### config.mk
export PLATFORM = sky130hd
export DESIGN_NAME = alu_writeback_seq
export DESIGN_NICKNAME = d
export VERILOG_FILES = /design/src/rtl/alu_writeback_seq.sv
export SDC_FILE = /design/constraint.sdc
export NUM_CORES = 1
export LEC_CHECK = 0
export ABC_AREA = 1
export CAP_MARGIN = 10
export CORE_ASPECT_RATIO = 2
export CORE_MARGIN = 2
export CORE_UTILIZATION = 31
export DETAILED_ROUTE_END_ITERATION = 10
export PLACE_DENSITY_LB_ADDON = 0.3
export SETUP_SLACK_MARGIN = 0.05
export SYNTH_ARGS = -nofsm -noshare
export SYNTH_HDL_FRONTEND = slang
export SYNTH_SLANG_ARGS = --single-unit
### constraint.sdc
create_clock -name clk -period 2.17 [get_ports clk]
set_input_delay 0.434 -clock clk [delete_from_list [all_inputs] [get_ports clk]]
set_output_delay 0.434 -clock clk [all_outputs]
set_load 0.01 [all_outputs]
### src/rtl/alu_writeback_seq.sv
// alu_writeback_seq: writeback sequencer between the ALU and the single-write-port
// register file. Narrow results take one write cycle; wide results (MULT/DIV)
// write the low half to in_dest, then the high half to HI_REG.
//
// Ports:
//   clk, rst          clock, asynchronous active-high reset
//   in_valid/in_ready result handshake (in_ready depends on state and rst only)
//   in_result         2*DATA_W result {high, low}
//   in_wide           result needs a second (high-half) write
//   in_dest           destination register for the low half
//   in_stat, clr_ovf  ALU flags {sign, overflow, zero} and sticky-overflow clear
//   rf_we/rf_waddr/rf_wdata  register-file write port (addr/data are 0 when idle)
//   stat_q, ovf_sticky       latched flags and sticky overflow
//
// Optional feature macro: ALU_WB_STATUS_REG_EN enables the status flag register;
// without it stat_q/ovf_sticky are tied to 0.
module alu_writeback_seq #(
    parameter int unsigned DATA_W  = 16,
    parameter int unsigned RADDR_W = 4,
    parameter int unsigned HI_REG  = 0
) (
    input  logic                  clk,
    input  logic                  rst,
    input  logic                  in_valid,
    output logic                  in_ready,
    input  logic [2*DATA_W-1:0]   in_result,
    input  logic                  in_wide,
    input  logic [RADDR_W-1:0]    in_dest,
    input  logic [2:0]            in_stat,
    input  logic                  clr_ovf,
    output logic                  rf_we,
    output logic [RADDR_W-1:0]    rf_waddr,
    output logic [DATA_W-1:0]     rf_wdata,
    output logic [2:0]            stat_q,
    output logic                  ovf_sticky
);

    typedef enum logic [1:0] {
        IDLE  = 2'd0,
        WR_LO = 2'd1,
        WR_HI = 2'd2
    } state_t;

    state_t                state_q;
    state_t                state_d;
    logic                  ready_c;
    logic                  accept;
    logic [2*DATA_W-1:0]   result_q;
    logic                  wide_q;
    logic [RADDR_W-1:0]    dest_q;

    // in_ready is forced low while rst is asserted
    assign in_ready = ready_c && !rst;
    assign accept   = in_valid && in_ready;

    // State register
    always_ff @(posedge clk or posedge rst) begin
        if (rst) begin
            state_q <= IDLE;
        end else begin
            state_q <= state_d;
        end
    end

    // Next state and write-port drive; outputs come straight from flops via a mux
    always_comb begin
        state_d  = state_q;
        ready_c  = 1'b0;
        rf_we    = 1'b0;
        rf_waddr = '0;
        rf_wdata = '0;
        case (state_q)
            IDLE: begin
                ready_c = 1'b1;
                if (in_valid) state_d = WR_LO;
            end
            WR_LO: begin
                rf_we    = 1'b1;
                rf_waddr = dest_q;
                rf_wdata = result_q[DATA_W-1:0];
                ready_c  = !wide_q;
                if (wide_q)        state_d = WR_HI;
                else if (in_valid) state_d = WR_LO;
                else               state_d = IDLE;
            end
            WR_HI: begin
                rf_we    = 1'b1;
                rf_waddr = RADDR_W'(HI_REG);
                rf_wdata = result_q[2*DATA_W-1:DATA_W];
                ready_c  = 1'b1;
                if (in_valid) state_d = WR_LO;
                else          state_d = IDLE;
            end
            default: state_d = IDLE;
        endcase
    end

    // Holding register, loaded on every accepted transaction
    always_ff @(posedge clk or posedge rst) begin
        if (rst) begin
            result_q <= '0;
            wide_q   <= 1'b0;
            dest_q   <= '0;
        end else if (accept) begin
            result_q <= in_result;
            wide_q   <= in_wide;
            dest_q   <= in_dest;
        end
    end

`ifdef ALU_WB_STATUS_REG_EN
    // Status flags; a new overflow on accept takes priority over clr_ovf
    always_ff @(posedge clk or posedge rst) begin
        if (rst) begin
            stat_q     <= 3'b000;
            ovf_sticky <= 1'b0;
        end else begin
            if (accept) stat_q <= in_stat;
            if (accept && in_stat[1]) ovf_sticky <= 1'b1;
            else if (clr_ovf)         ovf_sticky <= 1'b0;
        end
    end
`else
    logic unused_flags;
    assign unused_flags = ^{in_stat, clr_ovf};
    assign stat_q       = 3'b000;
    assign ovf_sticky   = 1'b0;
`endif

endmodule

==> key figures <==
Run status
  • Status: complete, no violations

Critical path
  • WP data arrival: 1.67 ns
  • Worst Path Max Fanout: 7
  • Crit path required time: 1.74 ns
  • Family with the most delay on the worst path: buffers and inverters
  • Worst path cell trace: buf_4 -> buf_4 -> ha_4 -> buf_6 -> nor2_4 -> nand2_4 -> and2_1 -> buf_2
  • CP Capture Type: output port
  • Worst path bufs/invs: 4
  • Startpoint types: register
  • Setup CP Type: reg2out
  • Worst stage delay on the critical path: 0.40 ns
  • CP max-delay cell: dfrtp_1
  • CP dominant cell by count: buf_4

STA
  • Final setup violation count: 0
  • Unrepaired setup endpoints after global routing: yes
  • Min Tclk post-route: roughly 2.1 ns
  • Hold Violations, Final: 0
  • F_max: around 0.48 GHz
  • Setup TNS: 0 ns
  • Clock Skews: between 0.0015 and 0.002 ns
  • Final period util: 0.967
  • Pins Over Slew Limit: 0
  • Worst hold slack: 0.469 ns

Floorplanning
  • DIE AREA: 7330 um^2
  • Die Span Y: 119 um
  • Area of the core: around 6500 um^2
  • Site Rows: 42
  • Starting density of the core: 0.315
  • Die X: about 62 um
  • Io pins: 70

Routing
  • Avg WL per Cell: 13.3 um
  • Met1 WL: 2.34 mm
  • First-pass DRT Iterations: 6
  • Residual DRC count: 0
  • Post-DR vias/cell: about 4.6
  • Final WL: 5.46 mm
  • WL met3: 238 um
  • DR vias: around 1.9k
  • Initial DRC Count: 117
  • Met2 wire length: 2.83 mm
  • DR top layer: met4
  • DRT antenna net count: 0

Layout
  • Layout Nets: 371
  • Final Non-Filler Cells: 410
  • Area growth syn-to-layout: 43.5%
  • Sequential Area: 976 um^2
  • Final design utilization: 0.452
  • Area of the multi-input gates: 927 um^2
  • Share of post-route cells with drive strength above 1: 0.168
  • ANT cells: 0
  • FILL cells: 706

Global routing
  • Initial antenna violation count: 0
  • Global router's overall resource usage: 0.158
  • Largest net degree at the start of global routing: 40
  • First-pass GRT wire length: 8.97 mm
  • Total grt overflow: 0
  • Vias in the first global route: 1915

Yosys
  • Post-synth top cells: nand2_1, dfrtp_1, nand4_1
  • Yosys reg bits: 39
  • Register area share after synthesis: 0.475
  • Top FF cell, synth: dfrtp_1
  • Top cells by area, synth: dfrtp_1, nand2_1, nand4_1, buf_4, a21oi_1
  • Largest area contributor in the netlist: dfrtp_1
  • Synth warn: 0
  • Top-count cell post-synth: nand2_1
  • Yosys cell types: 18
  • Synthesized netlist cell count: 254
  • Syn avg cell area: around 8.1 um^2
  • Mapped Area: 2050 um^2
  • Number of synthesized flops with an enable pin: 0
  • Top cell type's share of synthesized area: 0.475
  • Async SR Flop Fraction: 1.00

Clocking
  • CTS Buffer Depth: 2
  • CTS Sinks: 39
  • Clk slew on worst S/H paths: approximately 0.050 ns
  • CTS tree: yes
  • CTS HTree Levels: 2
  • Clk Latency, worst-skew pair: 0.27 ns
  • Root Driver: clkbuf_16
  • Num CTS Buffers: 5

Power
  • Max VDD drop: 0.677 mV
  • Leak: 0.00144 uW
  • Cell Pwr Density: ~1300 nW/um^2

Placement
  • Dpl cells: 401
  • Placed wire-length estimate: 3.88 mm
  • PortBufs: slightly above 60
  • RePlAce Congestion: roughly 0.85

Hold path
  • Path type of the worst min-delay path: reg2reg

Job
  • Max-cap viol count: 0
-- metrics by stage --
step | power [uW] | cell area [um^2] | setup slack, ns
after floorplan | 2440 | 2060 | 0.402
after global placement | 3160 | 2760 | 0.0630
after detailed placement | 3200 | 2760 | 0.0406
after CTS | 3900 | 2930 | 0.0390
after global routing | 4240 | 2950 | 0.0195
final | 3910 | 2950 | 0.0707
-- sequential cells by signal (all words and copies together) (netlist names) --
name and flops:
wide_q 1, state_q 2, dest_q 4, result_q 32
-- worst register-to-register path, stage by stage, from the launching register on --
cell     delay, ns
dfrtp_1       0.37
buf_4         0.12
buf_4         0.12
ha_4          0.16
buf_6         0.14
nor2_4        0.04
nand2_4       0.06
buf_4         0.36
nand3_4       0.11
buf_4         0.22
nand2_1       0.08
nand2_1       0.05
-- metal layers --
metal | track usage | vias to the layer above
li1 | - | 958
met4 | 0.0359 | 0
met1 | 0.202 | 888
met3 | 0.0326 | 5
met2 | 0.267 | 47
met5 | 0 | -
-- final cells by class --
cell class / instances / area share
multi-input cells: 183 / 0.315
inverters: 11 / 0.0140
clock inverters: 1 / 0.00170
clock buffers: 6 / 0.0471
repair buffers: 82 / 0.254
well taps: 88 / 0.0374
flip-flops and latches: 39 / 0.331
-- power by group --
| part | switching (uW) | leakage, uW | internal (uW) | total, uW |
|---|---|---|---|---|
| sequential | 192 | 0.000486 | 1070 | 1260 |
| combinational | 1130 | 0.000883 | 806 | 1930 |
| clock | 265 | 0.0000727 | 448 | 713 |
| total | 1590 | 0.00144 | 2320 | 3910 |
-- cell families after synthesis --
group | synth area share
flops | 0.475
fa+ha+maj | 0.0305
buf+inv | 0.0999
other cells | 0.00183
compound gates | 0.0439
simple gates | 0.349
-- final timing paths --
check	to	cells after the start	start	slack (ns)
worst max-delay path	in_ready	8	state_q[1]	0.07
worst min-delay path	result_q[14]	2	result_q[14]	0.47
worst max register to register	result_q[17]	11	state_q[1]	0.24
worst min register to register	result_q[14]	2	result_q[14]	0.47
max in group asynchronous	result_q[29]	3	rst	1.34
min in group asynchronous	result_q[25]	3	rst	0.56
-- placed cells by master, fill, tap and decap left out, types with 2 or more instances in the layout --
| cell | synthesis | final |
|---|---|---|
| clkbuf_16 | 0 | 5 |
| clkbuf_2 | 0 | 6 |
| dfrtp_1 | 39 | 39 |
| o21ai_0 | 2 | 2 |
| ha_4 | 0 | 2 |
| dlygate4sd2_1 | 0 | 6 |
| buf_4 | 11 | 18 |
| buf_6 | 3 | 3 |
| ha_1 | 5 | 3 |
| inv_1 | 11 | 10 |
| a21oi_2 | 0 | 5 |
| nand2_1 | 112 | 112 |
| nand4_1 | 38 | 38 |
| a21oi_1 | 16 | 11 |
| conb_1 | 1 | 4 |
| clkdlybuf4s15_2 | 0 | 7 |
| clkdlybuf4s50_1 | 0 | 39 |
-- timing repair --
action | in CTS | in global routing
buffers inserted | 0 | 1
setup endpoints to repair | 21 | 17
gates resized for setup | 47 | 19
hold buffers | 0 | 0
cloned | 0 | 1
(Power assumes the default switching activity.)
